$ cat config.mk
export PLATFORM = sky130hd
export DESIGN_NAME = keypad_scan
export DESIGN_NICKNAME = d
export VERILOG_FILES = /design/src/rtl/keypad_pkg.sv /design/src/rtl/sync_2ff.sv /design/src/rtl/keypad_scan.sv
export SDC_FILE = /design/constraint.sdc
export NUM_CORES = 1
export LEC_CHECK = 0
export ABC_AREA = 1
export CAP_MARGIN = 20
export CORE_UTILIZATION = 60
export DETAILED_ROUTE_END_ITERATION = 8
export PLACE_DENSITY = 0.87
export SLEW_MARGIN = 20
export SYNTH_ARGS = -nofsm -noshare
export SYNTH_HDL_FRONTEND = slang
export SYNTH_SLANG_ARGS = --single-unit
$ cat constraint.sdc
create_clock -name clk -period 3 [get_ports clk]
set_input_delay 0.6 -clock clk [delete_from_list [all_inputs] [get_ports clk]]
set_output_delay 0.6 -clock clk [all_outputs]
set_load 0.01 [all_outputs]
$ cat src/rtl/keypad_pkg.sv
// rtl/keypad_pkg.sv - shared types, sizes and helpers for the 4x4 keypad scanner
package keypad_pkg;

    localparam int NUM_ROWS = 4;
    localparam int NUM_COLS = 4;

    typedef enum logic [1:0] {
        SCAN,
        DEBOUNCE,
        HELD
    } state_t;

    typedef logic [3:0] key_code_t;

    // Function keys consumed by the time-set / edit-select logic
    localparam key_code_t KEY_SET  = 4'hA;
    localparam key_code_t KEY_NEXT = 4'hB;
    localparam key_code_t KEY_UP   = 4'hC;
    localparam key_code_t KEY_DOWN = 4'hD;

    // Lowest-indexed low row wins when several rows are active
    function automatic logic [1:0] row_prio(input logic [NUM_ROWS-1:0] rows);
        row_prio = 2'd3;
        for (int i = NUM_ROWS - 1; i >= 0; i--) begin
            if (!rows[i]) begin
                row_prio = 2'(i);
            end
        end
    endfunction

    function automatic logic [NUM_COLS-1:0] col_drive(input logic [1:0] col);
        col_drive = ~(4'b0001 << col);
    endfunction

endpackage

$ cat src/rtl/sync_2ff.sv
// rtl/sync_2ff.sv - two-flop synchroniser for asynchronous level inputs
module sync_2ff #(
    parameter int               WIDTH     = 1,
    parameter logic [WIDTH-1:0] RESET_VAL = '0
) (
    input  logic             clk,
    input  logic             rst,
    input  logic [WIDTH-1:0] d,
    output logic [WIDTH-1:0] q
);

    logic [WIDTH-1:0] meta;

    always_ff @(posedge clk) begin
        if (rst) begin
            meta <= RESET_VAL;
            q    <= RESET_VAL;
        end else begin
            meta <= d;
            q    <= meta;
        end
    end

endmodule

$ cat src/rtl/keypad_scan.sv
// rtl/keypad_scan.sv - 4x4 matrix keypad scanner with debounce; KEYPAD_REPEAT_EN adds auto-repeat
module keypad_scan
    import keypad_pkg::*;
#(
    parameter int SCAN_DIV_W     = 16,
    parameter int DEBOUNCE_TICKS = 4
`ifdef KEYPAD_REPEAT_EN
    ,
    parameter int REPEAT_DELAY   = 300,
    parameter int REPEAT_PERIOD  = 80
`endif
) (
    input  logic                clk,
    input  logic                rst,
    output logic [NUM_COLS-1:0] col_out,
    input  logic [NUM_ROWS-1:0] row_in,
    output key_code_t           key_code,
    output logic                key_valid,
    output logic                key_held
);

    localparam int CNT_W = $clog2(DEBOUNCE_TICKS + 1);
    localparam logic [CNT_W-1:0] DEB_MAX = CNT_W'(DEBOUNCE_TICKS);

    logic [NUM_ROWS-1:0]   row_s;
    logic [SCAN_DIV_W-1:0] div_cnt;
    logic                  tick;
    state_t                state;
    logic [1:0]            col;
    logic [1:0]            col_inc;
    logic [1:0]            cand_row;
    logic [1:0]            cand_col;
    logic [CNT_W-1:0]      deb_cnt;
    logic [CNT_W-1:0]      rel_cnt;
    logic [CNT_W-1:0]      deb_nxt;
    logic [CNT_W-1:0]      rel_nxt;
    logic                  any_low;
    logic                  cand_low;

    sync_2ff #(
        .WIDTH     (NUM_ROWS),
        .RESET_VAL ({NUM_ROWS{1'b1}})
    ) u_row_sync (
        .clk (clk),
        .rst (rst),
        .d   (row_in),
        .q   (row_s)
    );

`ifdef KEYPAD_REPEAT_EN
    logic [15:0] rep_cnt;
    logic [15:0] rep_nxt;
    logic [15:0] rep_target;
    logic        rep_first;

    always_comb begin
        rep_nxt    = rep_cnt + 16'd1;
        rep_target = rep_first ? 16'(REPEAT_DELAY) : 16'(REPEAT_PERIOD);
    end
`endif

    always_comb begin
        tick     = &div_cnt;
        any_low  = ~&row_s;
        cand_low = ~row_s[cand_row];
        col_inc  = col + 2'd1;
        deb_nxt  = (deb_cnt == DEB_MAX) ? deb_cnt : deb_cnt + 1'b1;
        rel_nxt  = (rel_cnt == DEB_MAX) ? rel_cnt : rel_cnt + 1'b1;
    end

    always_ff @(posedge clk) begin
        if (rst) begin
            div_cnt   <= '0;
            state     <= SCAN;
            col       <= 2'd0;
            col_out   <= 4'b1110;
            cand_row  <= 2'd0;
            cand_col  <= 2'd0;
            deb_cnt   <= '0;
            rel_cnt   <= '0;
            key_code  <= '0;
            key_valid <= 1'b0;
            key_held  <= 1'b0;
`ifdef KEYPAD_REPEAT_EN
            rep_cnt   <= '0;
            rep_first <= 1'b1;
`endif
        end else begin
            div_cnt   <= div_cnt + 1'b1;
            key_valid <= 1'b0;
            if (tick) begin
                case (state)
                    SCAN: begin
                        if (any_low) begin
                            cand_row <= row_prio(row_s);
                            cand_col <= col;
                            deb_cnt  <= CNT_W'(1);
                            state    <= DEBOUNCE;
                        end else begin
                            col     <= col_inc;
                            col_out <= col_drive(col_inc);
                        end
                    end
                    DEBOUNCE: begin
                        if (cand_low) begin
                            deb_cnt <= deb_nxt;
                            if (deb_nxt == DEB_MAX) begin
                                key_code  <= {cand_row, cand_col};
                                key_valid <= 1'b1;
                                key_held  <= 1'b1;
                                rel_cnt   <= '0;
                                state     <= HELD;
`ifdef KEYPAD_REPEAT_EN
                                rep_cnt   <= '0;
                                rep_first <= 1'b1;
`endif
                            end
                        end else begin
                            col     <= col_inc;
                            col_out <= col_drive(col_inc);
                            state   <= SCAN;
                        end
                    end
                    HELD: begin
                        // Column stays frozen so only the accepted key is watched
                        if (cand_low) begin
                            rel_cnt <= '0;
`ifdef KEYPAD_REPEAT_EN
                            if (rep_nxt == rep_target) begin
                                key_valid <= 1'b1;
                                rep_cnt   <= '0;
                                rep_first <= 1'b0;
                            end else begin
                                rep_cnt <= rep_nxt;
                            end
`endif
                        end else begin
                            rel_cnt <= rel_nxt;
`ifdef KEYPAD_REPEAT_EN
                            rep_cnt   <= '0;
                            rep_first <= 1'b1;
`endif
                            if (rel_nxt == DEB_MAX) begin
                                key_held <= 1'b0;
                                col      <= col_inc;
                                col_out  <= col_drive(col_inc);
                                state    <= SCAN;
                            end
                        end
                    end
                    default: state <= SCAN;
                endcase
            end
        end
    end

endmodule

==> results of run 1 <==
==> synth_stat cells, types with 3 or more instances <==
| cell type | n |
|---|---|
| inv_1 | 39 |
| nand2_1 | 67 |
| nand3_2 | 4 |
| clkbuf_1 | 4 |
| o21ai_0 | 7 |
| o21ai_1 | 9 |
| nand3_1 | 19 |
| dfxtp_1 | 48 |
| inv_2 | 4 |
| nand4_1 | 6 |
| xor2_1 | 3 |
| a21oi_1 | 19 |
| nor2_4 | 4 |
| nor3_1 | 10 |
| nor2_8 | 3 |
| or2_2 | 8 |
| nand2_2 | 9 |
| ha_1 | 9 |
| nor2_1 | 47 |
==> per-stage QoR <==
| stage | instance area [µm²] | util |
|---|---|---|
| detailed placement | 2610 | 0.698 |
| finish | 2710 | 0.724 |
| floorplan | 2410 | - |
| global placement | 2610 | 0.698 |
| CTS | 2710 | 0.724 |
| global route | 2710 | 0.724 |
==> area by class of cell <==
cell class / count / area share
inverters: 44 / 0.0614
repair buffers: 16 / 0.0582
clock buffers: 6 / 0.0305
well taps: 48 / 0.0222
clock inverters: 2 / 0.00554
flip-flops and latches: 48 / 0.355
multi-input cells: 234 / 0.468
==> power groups by stage <==
| stage | clock [mW] | sequential, mW | combinational, mW |
|---|---|---|---|
| floorplan | 0 | 0.664 | 0.0318 |
| global placement | 0 | 0.665 | 0.0446 |
| detailed placement | 0 | 0.666 | 0.0456 |
| CTS | 0.409 | 0.651 | 0.0462 |
| global route | 0.434 | 0.652 | 0.0520 |
| finish | 0.402 | 0.651 | 0.0456 |
==> registers in the layout, summed over array words and instances (netlist names), 2 cells and up <==
name and cells:
u_row_sync.q 4, cand_row 2, u_row_sync.meta 4, rel_cnt 3, state 2, col_out 4, div_cnt 16, cand_col 2
deb_cnt 3, key_code 4, col 2
==> worst paths after layout <==
path | startpoint | endpoint
hold / removal | u_row_sync.meta[3] | u_row_sync.q[3]
hold reg to reg | u_row_sync.meta[3] | u_row_sync.q[3]
setup reg to reg | deb_cnt[0] | key_code[2]
setup / recovery | deb_cnt[0] | key_code[2]
==> logic make-up (layout without fill, tap and decap cells) <==
logic type	count (synthesis)	after routing
AO/OA/AOI/OAI	39	39
adder cells (fa/ha/maj)	9	9
buffers and inverters	48	68
AND/OR/NAND/NOR	182	182
flip-flops	48	48
XOR/XNOR	4	4
==> routing by layer <==
metal  vias up  track usage  wire (µm)
li1       1091            -          -
met1       880        0.264       1940
met2        22        0.405       2120
met3         6       0.0521        118
met4         0       0.0978         60
met5         -            0          0
==> key figures, run 1 <==
Run status
  – Status: complete, no violations

Drt
  – 1st-pass router iterations: 4
  – Detailed-route via count: 1,999
  – Starting DRT DRC Count: between 100 and 150
  – Vias per inst: 5.02
  – Post-DRT Antenna Nets: 0
  – Wirelength per Cell: about 11 µm
  – DRC: 0
  – Final WL: 4.24 mm

Cells and area
  – Area Growth Syn to Fin: 12.5%
  – Commonest cells after routing, fill and taps aside: nand2_1, dfxtp_1, nor2_1
  – Layout cells sized above 1: 0.134
  – Sequential cell area: 961 µm²
  – Area of the multi-input gates: 1270 µm²
  – FILL cells: between 300 and 400
  – NumNets Final: roughly 360
  – Final non-filler cell total: roughly 400
  – Ant diodes: 0
  – Commonest non-fill, non-tap cell in the layout: nand2_1

CTS
  – H-tree depth: 2
  – Setup bufs post-CTS: 0
  – CTS resizes: 0
  – Clock-pin transition on the worst setup and hold timing paths: 0.09 ns
  – Cts hold-fix bufs: 0
  – Clock root buffer: clkbuf_8
  – Worst skew pair latency: around 0.31 ns
  – Sink Count: 48
  – CTS tree: yes
  – Total CTS buffers: 5
  – CTS Buffer Depth: 2

Placement
  – I/O Buffers: 15
  – Dpl cells: 390
  – Post-placement setup slack: just over 1 ns
  – Final HPWL DP: 3.13 mm
  – Global placer's final weighted congestion: roughly 0.8

Synth
  – Leading area contributor after synthesis: dfxtp_1
  – Share of the synthesized area in the top cell type: 0.399
  – Post-synthesis sequential area ratio: 0.399
  – XOR/XNOR Fraction of Synth Area: 0.0145
  – Commonest register cell after synthesis: dfxtp_1
  – Synth warn: 0
  – Largest family of logic cells by synthesized area: simple AND/OR/NAND/NOR gates
  – Synth Instances: between 300 and 400
  – Ranking of synthesized cells by area: dfxtp_1, nand2_1, nor2_1
  – Post-Synthesis Mean Instance Area: 7.30 µm²
  – Number of synthesized register bits: 48
  – Syn nets: approximately 350
  – Netlist cell types: 27
  – Complex-gate fraction of the synthesized area: 0.0846
  – Post-synthesis adder-cell area fraction: 0.0467
  – Cell Area, Synth: around 2400 µm²
  – EDFF count, synth: 0
  – Async S/R FF share, synth: 0
  – Post-Synth Simple-Gate Area: 0.380
  – Mux share of post-synthesis cell area: 0

Die
  – Ports: 16
  – FP Rows: 22
  – Core area: about 3700 µm²
  – Starting density of the core: 0.644
  – Chip height: 65.4 µm
  – Die width: about 65 µm
  – Die Area: 4270 µm²

Min path
  – WHS Path Cells: 1
  – Worst hold path type: flip-flop to flip-flop

STA
  – Final setup fails: 0
  – Final WS setup: 1.18 ns
  – Highest Clock Rate: between 500 and 600 MHz
  – Final Hold Vio Count: 0
  – Slew @ Worst Pin: 0.703 ns
  – Worst slew margin: 0.531
  – Unrepaired setup endpoints after global routing: no
  – Final hold slack: roughly 0.42 ns
  – Max-slew violations: 0
  – Clock Skew: ~0.014 ns
  – Final worst-path cycle share: 0.606
  – Min cycle time layout: ~1.8 ns
  – TNS Setup: 0 ns

Power and ir drop
  – Sw power: between 0.2 and 0.25 mW
  – Max IR drop VDD: between 200 and 250 µV
  – Tot Pwr: 1.10 mW
  – Clock Power Share: 0.366
  – PwrDens: 405 nW/µm²
  – Net Sw Frac: 0.226
  – Part of the power in registers: 0.592
  – Comb power frac: 0.042
  – Leakage: 1.11 nW
  – Int Power: 0.850 mW

Global routing
  – Vias in the first global route: approximately 1,800
  – First-pass GRT wire length: 7.60 mm
  – GR Util All Layers: 0.230
  – Initial antenna violation count: 0
  – Overflow after GRT: 0
  – Largest net degree at the start of global routing: 26

Job
  – Max-cap violations: 0

Setup path
  – Top cell by count, worst path: nand2_1
  – Critical setup path kind: flip-flop to flip-flop
  – Crit path arrival time: roughly 2.0 ns
  – Cells along the critical path: inv_1 > ha_1 > nand2_1 > nand2_1 > nand2_1 > nand2_1 > nor2_1 > nand3_2 > o21ai_1 > a21oi_1
  – R2R Setup Slk: approximately 1.2 ns
  – Kind of start point of the critical path: flip-flop
  – Crit path depth: 10
  – Crit. End Element: flip-flop
  – Worst path slowest cell: dfxtp_1
  – WP data required: around 3.2 ns
  – CP bufs+invs: 1
  – Worst-path maximum fanout: 8
  – Crit path largest cell delay: around 0.36 ns
  – Length in cells of the worst reg-to-reg path: 10
  – CP top delay family: simple AND/OR/NAND/NOR gates
(Power assumes the default switching activity.)
==> inputs of run 2 (changes only) <==
- CORE_UTILIZATION: 60 -> 53
- PLACE_DENSITY: 0.87 -> 0.82
- clock period: 3 -> 1.5 ns (I/O delays scaled with it)
==> run 2 against run 1 <==
Against the previous run: the run now ends with negative setup slack left; critical path depth grew 3; power grew 110%; worst setup slack lost 1.3 ns; combinational power grew to 2.9 times the previous value; sequential power grew 100%; non-clock buffer count grew 43; via count grew 14%; flip-flop and latch count is the same; fmax grew 15%; clock power grew 110%; critical path type unchanged; largest cell class unchanged.
==> key figures, run 2 (same netlist as run 1, synthesis figures left out) <==
Run status
  – Status: finished, violations left
  – Failing checks: negative setup slack

Die
  – Die Area: 4820 µm² (+13%)
  – Chip height: 69.4 µm (+6.2%)
  – Core area: 4350 µm² (+16%)
  – Ports: 16 (unchanged)
  – Die width: 69.4 µm (+6.2%)
  – FP Rows: 24 (+9.1%)
  – Starting density of the core: 0.553 (-0.0903)

CTS
  – Sink Count: 48 (unchanged)
  – CTS tree: yes
  – Worst skew pair latency: 0.32 ns (about the same)
  – Clock root buffer: clkbuf_8
  – Cts hold-fix bufs: 0 (unchanged)
  – Clock-pin transition on the worst setup and hold timing paths: 0.10 ns (about the same)
  – CTS Buffer Depth: 2 (unchanged)
  – H-tree depth: 2 (unchanged)
  – Total CTS buffers: 5 (unchanged)

Drt
  – Post-DRT Antenna Nets: 0 (unchanged)
  – Detailed-route via count: 2,285 (+14%)
  – DRC: 0 (unchanged)
  – Wirelength per Cell: 13.0 µm (+23%)
  – Final WL: 5.82 mm (+37%)
  – Starting DRT DRC Count: 135 (+11%)
  – 1st-pass router iterations: 4 (unchanged)
  – Vias per inst: 5.12 (+2.0%)

Cells and area
  – Ant diodes: 0 (unchanged)
  – Commonest non-fill, non-tap cell in the layout: nand2_1
  – FILL cells: 291 (-5.8%)
  – Commonest cells after routing, fill and taps aside: nand2_1, buf_4, nor2_1
  – Largest register by flop count: div_cnt
  – Util after Layout: 0.765 (+0.0410)
  – Final non-filler cell total: 446 (+12%)
  – Layout cells sized above 1: 0.383 (+0.249)
  – NumNets Final: 408 (+12%)
  – Area Growth Syn to Fin: 38.2%
  – Max FFs per register: 16 (unchanged)

STA
  – Min cycle time layout: 1.59 ns (-0.234 ns)
  – Unrepaired setup endpoints after global routing: yes
  – Slew @ Worst Pin: 0.301 ns (-0.401 ns)
  – Worst slew margin: 0.799 (+0.268)
  – Clock Skew: 0.0155 ns (+0.00159 ns)
  – Final setup fails: 12 (+12)
  – Highest Clock Rate: 631 MHz (+15%)
  – Final worst-path cycle share: 1.06 (+0.451)
  – Max-slew violations: 0 (unchanged)
  – Final Hold Vio Count: 0 (unchanged)
  – Final WS setup: -0.0854 ns (-1.27 ns)

Power and ir drop
  – Leakage: 1.51 nW (+36%)
  – Max IR drop VDD: 672 µV (+170%)
  – PwrDens: 681 nW/µm² (+68%)

Setup path
  – WP data required: 1.72 ns (-1.48 ns)
  – Kind of start point of the critical path: flip-flop
  – Crit. End Element: flip-flop
  – Critical setup path kind: flip-flop to flip-flop
  – Crit path arrival time: 1.80 ns (-0.22 ns)
  – Worst-path maximum fanout: 4 (-4)
  – Length in cells of the worst reg-to-reg path: 13 (+3)

Global routing
  – Initial antenna violation count: 0 (unchanged)
  – Vias in the first global route: 2,255 (+24%)
  – First-pass GRT wire length: 9.34 mm (+23%)
  – GR Util All Layers: 0.239 (+0.00957)
  – Overflow after GRT: 0 (unchanged)
  – Largest net degree at the start of global routing: 20 (-23%)

Placement
  – Global placer's final weighted congestion: 0.812 (+3.5%)
  – I/O Buffers: 15 (unchanged)
  – Dpl cells: 430 (+10%)
  – Final HPWL DP: 3.85 mm (+23%)

Min path
  – Worst hold path type: flip-flop to flip-flop
  – WHS Path Cells: 1 (unchanged)

Job
  – Max-cap violations: 0 (unchanged)
## run 2: report_power, final
part | total (mW) | internal (mW) | switching (mW)
registers | 1.30 | 1.29 | 0.0114
clock network | 0.833 | 0.374 | 0.459
logic | 0.133 | 0.0652 | 0.0680
## run 2: final timing paths
kind	start	endpoint	slack, ns
worst max-delay path	rel_cnt[0]	col[1]	-0.09
worst min-delay path	u_row_sync.meta[0]	u_row_sync.q[0]	0.42
worst max register to register	rel_cnt[0]	col[1]	-0.09
worst min register to register	u_row_sync.meta[0]	u_row_sync.q[0]	0.42
## run 2: area by class of cell
class                           instances  area [µm²]  share of cell area
Multi-Input combinational cell        235        1500               0.449
Sequential cell                        48         983               0.295
Timing Repair Buffer                   59         520               0.156
Inverter                               44         169              0.0507
Clock buffer                            6        82.6              0.0248
Tap cell                               52        65.1              0.0195
Clock inverter                          2        15.0             0.00451
## run 2: worst max-delay path: stages (launching register included)
cell and delay (ns):
dfxtp_2 0.34, inv_2 0.08, ha_4 0.15, nand2_4 0.06, nand2_2 0.08, nand2_2 0.06
nor2_2 0.09, nand2_2 0.07, nand2_2 0.08, nand2_4 0.09, nor2_1 0.18, nand2_1 0.09
nand2_1 0.07, nor2_1 0.03
## run 2: layer usage
layer / track usage / part of all wire
met5: 0 / 0
met4: 0.0862 / 0.024
met3: 0.0422 / 0.023
met2: 0.461 / 0.54
met1: 0.258 / 0.41
## run 2: stage by stage
| stage | worst slack, ns | area (µm²) | TNS [ns] | hold slack, ns | power (mW) |
|---|---|---|---|---|---|
| floorplan | 0.00270 | 2410 | 0 | 0.389 | 1.39 |
| global placement | -0.0720 | 2910 | -0.417 | 0.391 | 1.45 |
| detailed placement | -0.168 | 2910 | -1.21 | 0.395 | 1.46 |
| CTS | -0.0304 | 3140 | -0.0304 | 0.416 | 2.27 |
| global route | -0.192 | 3330 | -2.01 | 0.435 | 2.34 |
| finish | -0.0854 | 3330 | -0.372 | 0.415 | 2.27 |
## run 2: repair_timing
item                       in CTS  in global routing
gates cloned                    1                  0
setup buffers                   1                  6
pin swaps                      11                 15
setup endpoints to repair      17                 34
gates resized for setup        33                 54
